$ cat src/rtl/snake_pixel_logic_pkg.sv
// Shared colour definitions for the snake VGA pixel path (RGB332 encoding).
package snake_pkg;

  typedef logic [7:0] rgb332_t;
  typedef logic [2:0] red_t;
  typedef logic [2:0] green_t;
  typedef logic [1:0] blue_t;

  localparam rgb332_t COLOR_SNAKE  = 8'h1C;
  localparam rgb332_t COLOR_APPLE  = 8'hEC;
  localparam rgb332_t COLOR_BORDER = 8'hFF;
  localparam rgb332_t COLOR_LETHAL = 8'hE0;
  localparam rgb332_t COLOR_BG     = 8'h00;
  localparam rgb332_t COLOR_BLANK  = 8'h00;

  // Which flag won the priority resolution for the current pixel.
  typedef enum logic [2:0] {
    SRC_BLANK,
    SRC_LETHAL,
    SRC_SNAKE,
    SRC_APPLE,
    SRC_BORDER,
    SRC_BG
  } pix_src_e;

  function automatic red_t red_of(input rgb332_t c);
    return c[7:5];
  endfunction

  function automatic green_t green_of(input rgb332_t c);
    return c[4:2];
  endfunction

  function automatic blue_t blue_of(input rgb332_t c);
    return c[1:0];
  endfunction

endpackage

$ cat src/rtl/snake_pixel_logic_if.sv
// Pixel flag inputs and RGB332 DAC outputs of the snake pixel logic.
interface snake_pixel_logic_if;
  import snake_pkg::*;

  logic   in_snake;
  logic   in_apple;
  logic   in_border;
  logic   in_lethal;
  logic   in_oobounds;
  red_t   out_VGA_R;
  green_t out_VGA_G;
  blue_t  out_VGA_B;

  modport master (
    output in_snake, in_apple, in_border, in_lethal, in_oobounds,
    input  out_VGA_R, out_VGA_G, out_VGA_B
  );

  modport slave (
    input  in_snake, in_apple, in_border, in_lethal, in_oobounds,
    output out_VGA_R, out_VGA_G, out_VGA_B
  );

endinterface

$ cat src/rtl/snake_pixel_logic_pixel_priority_mux.sv
// Combinational flag-to-colour selector with fixed priority:
// blanking > lethal > snake > apple > border > background.
module pixel_priority_mux
  import snake_pkg::*;
#(
  parameter rgb332_t COLOR_SNAKE_P  = COLOR_SNAKE,
  parameter rgb332_t COLOR_APPLE_P  = COLOR_APPLE,
  parameter rgb332_t COLOR_BORDER_P = COLOR_BORDER,
  parameter rgb332_t COLOR_LETHAL_P = COLOR_LETHAL,
  parameter rgb332_t COLOR_BG_P     = COLOR_BG
) (
  input  logic    in_snake,
  input  logic    in_apple,
  input  logic    in_border,
  input  logic    in_lethal,
  input  logic    in_oobounds,
  output rgb332_t color
);

  pix_src_e src;

  always_comb begin
    src = SRC_BG;
    if (in_oobounds)    src = SRC_BLANK;
    else if (in_lethal) src = SRC_LETHAL;
    else if (in_snake)  src = SRC_SNAKE;
    else if (in_apple)  src = SRC_APPLE;
    else if (in_border) src = SRC_BORDER;
  end

  always_comb begin
    color = COLOR_BG_P;
    unique case (src)
      SRC_BLANK:  color = COLOR_BLANK;
      SRC_LETHAL: color = COLOR_LETHAL_P;
      SRC_SNAKE:  color = COLOR_SNAKE_P;
      SRC_APPLE:  color = COLOR_APPLE_P;
      SRC_BORDER: color = COLOR_BORDER_P;
      SRC_BG:     color = COLOR_BG_P;
      default:    color = COLOR_BG_P;
    endcase
  end

endmodule

$ cat src/rtl/snake_pixel_logic.sv
// Per-pixel colour selector for the snake VGA game; one registered stage
// between the priority mux and the VGA DAC pins.
module snake_pixel_logic
  import snake_pkg::*;
#(
  parameter rgb332_t COLOR_SNAKE_P  = COLOR_SNAKE,
  parameter rgb332_t COLOR_APPLE_P  = COLOR_APPLE,
  parameter rgb332_t COLOR_BORDER_P = COLOR_BORDER,
  parameter rgb332_t COLOR_LETHAL_P = COLOR_LETHAL,
  parameter rgb332_t COLOR_BG_P     = COLOR_BG
) (
  input logic                in_clk,
  input logic                in_reset,
  snake_pixel_logic_if.slave pix
);

  rgb332_t next_color;
  rgb332_t color_q;

  pixel_priority_mux #(
    .COLOR_SNAKE_P  (COLOR_SNAKE_P),
    .COLOR_APPLE_P  (COLOR_APPLE_P),
    .COLOR_BORDER_P (COLOR_BORDER_P),
    .COLOR_LETHAL_P (COLOR_LETHAL_P),
    .COLOR_BG_P     (COLOR_BG_P)
  ) u_mux (
    .in_snake    (pix.in_snake),
    .in_apple    (pix.in_apple),
    .in_border   (pix.in_border),
    .in_lethal   (pix.in_lethal),
    .in_oobounds (pix.in_oobounds),
    .color       (next_color)
  );

  // Reset sits above every flag, so it is applied at the register itself.
  always_ff @(posedge in_clk) begin
    if (in_reset) color_q <= '0;
    else          color_q <= next_color;
  end

  assign pix.out_VGA_R = red_of(color_q);
  assign pix.out_VGA_G = green_of(color_q);
  assign pix.out_VGA_B = blue_of(color_q);

endmodule

$ cat src/flat_wrapper.sv
// flat-port wrapper written by rule: the top's interface ports become plain ports
module snake_pixel_logic_flat import snake_pkg::*;
#(
  parameter rgb332_t COLOR_SNAKE_P  = COLOR_SNAKE,
  parameter rgb332_t COLOR_APPLE_P  = COLOR_APPLE,
  parameter rgb332_t COLOR_BORDER_P = COLOR_BORDER,
  parameter rgb332_t COLOR_LETHAL_P = COLOR_LETHAL,
  parameter rgb332_t COLOR_BG_P     = COLOR_BG
)
  (in_clk, in_reset, pix_in_snake, pix_in_apple, pix_in_border, pix_in_lethal, pix_in_oobounds, pix_out_VGA_R, pix_out_VGA_G, pix_out_VGA_B);
  snake_pixel_logic_if pix_i ();
  input logic in_clk;
  input logic in_reset;
  input wire logic [$bits(pix_i.in_snake)-1:0] pix_in_snake;
  input wire logic [$bits(pix_i.in_apple)-1:0] pix_in_apple;
  input wire logic [$bits(pix_i.in_border)-1:0] pix_in_border;
  input wire logic [$bits(pix_i.in_lethal)-1:0] pix_in_lethal;
  input wire logic [$bits(pix_i.in_oobounds)-1:0] pix_in_oobounds;
  output wire logic [$bits(pix_i.out_VGA_R)-1:0] pix_out_VGA_R;
  output wire logic [$bits(pix_i.out_VGA_G)-1:0] pix_out_VGA_G;
  output wire logic [$bits(pix_i.out_VGA_B)-1:0] pix_out_VGA_B;
  assign pix_i.in_snake = pix_in_snake;
  assign pix_i.in_apple = pix_in_apple;
  assign pix_i.in_border = pix_in_border;
  assign pix_i.in_lethal = pix_in_lethal;
  assign pix_i.in_oobounds = pix_in_oobounds;
  assign pix_out_VGA_R = pix_i.out_VGA_R;
  assign pix_out_VGA_G = pix_i.out_VGA_G;
  assign pix_out_VGA_B = pix_i.out_VGA_B;
  snake_pixel_logic #(.COLOR_SNAKE_P(COLOR_SNAKE_P), .COLOR_APPLE_P(COLOR_APPLE_P), .COLOR_BORDER_P(COLOR_BORDER_P), .COLOR_LETHAL_P(COLOR_LETHAL_P), .COLOR_BG_P(COLOR_BG_P)) u_core (.in_clk(in_clk), .in_reset(in_reset), .pix(pix_i));
endmodule
$ cat config.mk
export PLATFORM = sky130hd
export DESIGN_NAME = snake_pixel_logic_flat
export DESIGN_NICKNAME = d
export VERILOG_FILES = /design/src/rtl/snake_pixel_logic_pkg.sv /design/src/rtl/snake_pixel_logic_if.sv /design/src/rtl/snake_pixel_logic_pixel_priority_mux.sv /design/src/rtl/snake_pixel_logic.sv /design/src/flat_wrapper.sv
export SDC_FILE = /design/constraint.sdc
export NUM_CORES = 1
export LEC_CHECK = 0
export ABC_AREA = 1
export BUFFER_PORTS_ARGS = -buffer_cell sky130_fd_sc_hd__buf_4
export CAP_MARGIN = 30
export CORE_AREA = 2 2 39 41
export DETAILED_ROUTE_END_ITERATION = 12
export DIE_AREA = 0 0 41 43
export GPL_ROUTABILITY_DRIVEN = 0
export SLEW_MARGIN = 25
export SYNTH_ARGS = -nofsm -noshare
export SYNTH_HDL_FRONTEND = slang
export SYNTH_SLANG_ARGS = --single-unit
$ cat constraint.sdc
create_clock -name in_clk -period 0.8 [get_ports in_clk]
set_input_delay 0.04 -clock in_clk [delete_from_list [all_inputs] [get_ports in_clk]]
set_output_delay 0.04 -clock in_clk [all_outputs]
set_load 0.01 [all_outputs]
==> results of run 1 <==
[stage by stage]
stage | cell area [um^2] | cells | hold WS (ns)
floorplan | 173 | 23 | 0.160
global placement | 268 | 49 | 0.282
detailed placement | 268 | 49 | 0.273
CTS | 290 | 52 | 0.0281
global route | 290 | 52 | 0.0493
finish | 290 | 52 | 0.0409
[layout make-up]
type / count / area [um^2]
multi-input combinational: 12 / 51.3
inverter: 3 / 11.3
fill: 156 / 1090
tap: 16 / 20.0
clock buffer: 3 / 22.5
timing repair buffer: 14 / 105
sequential: 4 / 80.1
[per-layer routing]
layer | vias to the layer above | track usage (%) | routed length, um | part of all wire, %
met5 | - | 0 | 0 | 0
met4 | 0 | 12.0 | 14 | 3.7
met3 | 2 | 1.57 | 55 | 15
met2 | 13 | 6.25 | 175 | 47
met1 | 68 | 3.85 | 129 | 34
li1 | 91 | - | - | -
[kinds of logic (layout without fill, tap and decap cells)]
logic type / count (synthesis) / after routing / share of synthesized area [%]
compound gates: 3 / 3 / 8.69
buf+inv: 7 / 20 / 23.9
flops: 4 / 4 / 46.4
simple gates: 9 / 9 / 21.0
[layout by cell type, fill, tap and decap left out]
cell type / synthesis / routed
buf_4: 4 / 14
nor2_1: 6 / 6
dfxtp_1: 4 / 4
inv_1: 3 / 3
clkbuf_4: 0 / 3
nand2_1: 2 / 2
a21oi_1: 2 / 2
o21ai_0: 1 / 1
or2_0: 1 / 1
[worst min path at each step]
stage                             start                 to  depth (start not counted)
final                      pix_in_snake  u_core.color_q[4]                          3
after global routing       pix_in_snake  u_core.color_q[4]                          3
after CTS                  pix_in_snake  u_core.color_q[4]                          3
after detailed placement   pix_in_snake  u_core.color_q[4]                          3
after global placement     pix_in_snake  u_core.color_q[4]                          3
after floorplan           pix_in_border  u_core.color_q[1]                          2
[power groups by stage]
stage	Combinational [mW]	Clock (mW)	Sequential (mW)
after floorplan	0.0315	0	0.217
after global placement	0.0738	0	0.214
after detailed placement	0.0751	0	0.214
after CTS	0.0753	0.262	0.211
after global routing	0.0822	0.263	0.211
final	0.0743	0.242	0.211
==> impl_metrics.yaml, run 1 <==
synthesis:
  synth_area_leader_cell: "dfxtp_1"
  syn-num-nets: 30
  ys_warn_count: 0
  async_reset_ff_share_pct: 0
  synth-main-ff-cell: "dfxtp_1"
  synth_edf_count: 0
  synth_most_common_cell: "nor2_1"
  synth_common_cells: "nor2_1 (6), buf_4 (4), dfxtp_1 (4), inv_1 (3)"
  synth.distinct_cells: 8
  synth_area_um2: 173
  synth_area_per_cell_um2: 7.51
  syn_inst: 23
  yosysTopAreaCellShare_pct: 46.4
  synth-seq-area-share_pct: 46.4
  synth-seq-cells: 4
  synth.area.top_cells: "dfxtp_1 (46%), buf_4 (17%), nor2_1 (13%), inv_1 (6.5%), a21oi_1 (5.8%)"
timing:
  max_freq_mhz: 1360
  slew_viol_final: 0
  finalSetupViolCount: 0
  rsz0062_at_grt: "no"
  min_period_ns: 0.737
  worst_slew_pin_slew_ns: 0.179
  slew_headroom_pct: 87.9
  setup_tns_ns: 0
  setup_ws_ns: 0.0633
  period_share_pct: 92.1
  finalHoldViolCount: 0
worst_setup_path:
  cp-end-kind: "primary output"
  path_max_fanout: 3
  cp_num_buf_inv: 1
  max_stage_delay_ns: 0.34
  startpoint_type: "flop"
  crit_chain: "buf_4"
  required_ns: 0.76
  endpoint: "pix_out_VGA_R[0]"
  crit_type: "flop to primary output"
  cp.depth: 1
  path_delay_family: "flip-flops"
  worstPathArrival_ns: 0.70
  critPathLaunch: "u_core.color_q[6]"
  cp_slowest_cell: "dfxtp_1"
power:
  internal-power_uw: 418
  netSwitchingFraction_pct: 20.7
  peakVddDrop_mv: 0.319
  leakagePower_nw: 0.153
  combPwrFrac_pct: 14.1
  total_power_uw: 528
  p_clk_share_pct: 45.9
  switchingPower_uw: 109
  powerDensity_nw_per_um2: 1820
  p_seq_share_pct: 40.0
floorplan:
  dieArea_um2: 1760
  start_util_pct: 12.5
  die_h_um: 43
  io_pins: 15
  rows: 14
  core_um2: 1380
  die_x_um: 41
job:
  drv_cap: 0
layout:
  fin_util_pct: 21.0
  largest_register_ffs: 4
  drive_gt1_share_pct: 47.2
  syn2layout_area_growth_pct: 68.1
  top_register: "u_core.color_q"
  antenna_cells: 0
  fin_nets: 45
  reg.largest.list: "u_core.color_q x4"
cts:
  ctsResizeCount: 0
  post-cts-setup-buffer-count: 0
  cts_buffers: 3
  path_clk_slew_ns: 0.04
  clk_path_buf_depth: 2
  h-tree-depth: 1
  root_buffer: "clkbuf_4"
  clock_sinks: 4
  ctsHoldBuffers: 0
  cts_tree: "yes"
global_route:
  antenna_found_initial: 0
  grt_overflow: 0
  grt_usage_pct: 5.32
  grt_pass1_wl_um: 503
  grt_max_degree: 4
  grt_pass1_vias: 153
drt:
  wirelength_um: 374
  ant_nets: 0
  drcViolationCount: 0
  drt_iter0_drc: 1
  vias: 174
  firstDrtPassIters: 2
  wl_per_cell_um: 7.19
  viasPerCell: 3.35
placed_design:
  post-place-ws_ns: 0.227
  io_buffers: 14
  dp_hpwl_um: 304
hold_path:
  hold_path_class: "input port to flop"
run_status:
  status: "complete, no violations"
Note: power is estimated with default switching activity, not from simulation.
==> run 2: changes to the inputs <==
- ABC_AREA: 1 -> default
==> impl_metrics.yaml, run 2 <==
cts:
  path_clk_slew_ns: 0.04
  root_buffer: "clkbuf_4"
  post-cts-setup-buffer-count: 0
  clk_path_buf_depth: 2
  clock_sinks: 4
  cts_tree: "yes"
  cts_buffers: 3
  h-tree-depth: 1
  ctsResizeCount: 0
drt:
  drcViolationCount: 0
  ant_nets: 0
  vias: 161
  wirelength_um: 354
  drt_iter0_drc: 2
  firstDrtPassIters: 2
  wl_per_cell_um: 7.70
  viasPerCell: 3.50
synthesis:
  syn_inst: 17
  synth_edf_count: 0
  synth.area.top_cells: "dfxtp_1 (45%), buf_4 (17%), a2111oi_2 (8.5%), nor3_2 (5.7%), o31a_1 (5.0%)"
  syn-num-nets: 24
  synth-seq-cells: 4
  synth.distinct_cells: 11
  ys_warn_count: 0
  yosysTopAreaCellShare_pct: 45.4
  synth-seq-area-share_pct: 45.4
  synth_area_per_cell_um2: 10.4
  async_reset_ff_share_pct: 0
  synth_area_um2: 176
  synth_common_cells: "buf_4 (4), dfxtp_1 (4)"
  synth-main-ff-cell: "dfxtp_1"
  synth_area_leader_cell: "dfxtp_1"
run_status:
  violations: "hold timing"
  status: "finished with violations"
timing:
  slew_viol_final: 0
  hold-worst-slack_ns: -0.00687
  slew_headroom_pct: 82.8
  worst_slew_pin_slew_ns: 0.258
  period_share_pct: 92.0
  finalHoldViolCount: 1
  setup_tns_ns: 0
  max_freq_mhz: 1360
  setup_ws_ns: 0.0641
  finalSetupViolCount: 0
  min_period_ns: 0.736
  rsz0062_at_grt: "no"
layout:
  final_cell_mix: "buf_4 (14), dfxtp_1 (4), clkbuf_4 (3)"
  top_register: "u_core.color_q"
  largest_register_ffs: 4
  fin_util_pct: 21.2
  reg.largest.list: "u_core.color_q x4"
  syn2layout_area_growth_pct: 66.7
  antenna_cells: 0
  fin_area_um2: 294
  drive_gt1_share_pct: 66.7
  layout_commonest_cell: "buf_4"
  nFillCells: 158
  fin_nets: 39
power:
  switchingPower_uw: 110
  p_clk_share_pct: 45.3
  p_seq_share_pct: 39.8
  leakagePower_nw: 0.141
  combPwrFrac_pct: 14.9
  powerDensity_nw_per_um2: 1800
  peakVddDrop_mv: 0.352
  internal-power_uw: 421
  netSwitchingFraction_pct: 20.7
  total_power_uw: 531
floorplan:
  die_h_um: 43
  start_util_pct: 12.7
  dieArea_um2: 1760
  core_um2: 1380
  rows: 14
  die_x_um: 41
  io_pins: 15
worst_setup_path:
  crit_type: "flop to primary output"
  startpoint_type: "flop"
  worstPathArrival_ns: 0.70
  cp-end-kind: "primary output"
  crit_chain: "buf_4"
  path_max_fanout: 3
  path_delay_family: "flip-flops"
  cp_num_buf_inv: 1
  cp_slowest_cell: "dfxtp_1"
  critPathLaunch: "u_core.color_q[6]"
  max_stage_delay_ns: 0.34
  required_ns: 0.76
global_route:
  met2_usage_pct: 6.25
  grt_max_degree: 5
  use_met1_pct: 5.13
  grt_pass1_wl_um: 545
  grt_pass1_vias: 156
  top_usage_layer: "met4"
  antenna_found_initial: 0
  grt_use_met3_pct: 1.57
  grt_overflow: 0
  grt_usage_pct: 5.72
placed_design:
  post-place-ws_ns: 0.160
  io_buffers: 14
  place_area_um2: 272
hold_path:
  holdCritStartpoint: "in_reset"
  hold_path_class: "input port to flop"
job:
  drv_cap: 0
==> run 2: through the flow <==
step	hold slack, ns	instances
finish	-0.00687	46
global route	-0.00651	46
CTS	-0.0140	46
detailed placement	0.234	43
global placement	0.234	43
floorplan	0.116	17
==> run 2: worst paths after layout <==
path	end	slack, ns	cells after the start
hold / removal	u_core.color_q[6]	-0.007	2
setup / recovery	pix_out_VGA_R[2]	0.06	1
==> run 2: kinds of logic (layout without fill, tap and decap cells) <==
logic type,after synthesis,in the layout,share of synthesized area [%]
buffers and inverters,5,18,19.1
AOI/OAI and AO/OA,3,3,17.7
DFF,4,4,45.4
and+or+nand+nor,5,5,17.7
==> run 2: layout make-up <==
| cell class | instances | area (um^2) | area share, % |
|---|---|---|---|
| flip-flops and latches | 4 | 80.1 | 27.2 |
| inverters | 1 | 3.75 | 1.28 |
| clock buffers | 3 | 22.5 | 7.66 |
| repair buffers | 14 | 105 | 35.7 |
| well taps | 16 | 20.0 | 6.81 |
| multi-input cells | 8 | 62.6 | 21.3 |
==> run 2: routing by layer <==
metal	wire length (um)	vias to the layer above	share of wire [%]
met3	60	0	17
met5	0	-	0
li1	-	83	-
met1	145	64	41
met4	0	0	0
met2	148	14	42
==> run 2: power by group through the flow <==
stage	Combinational [mW]	Sequential, mW	Clock (mW)
floorplan	0.0294	0.217	0
global placement	0.0788	0.214	0
detailed placement	0.0797	0.214	0
CTS	0.0801	0.211	0.257
global route	0.0878	0.212	0.267
finish	0.0790	0.211	0.240
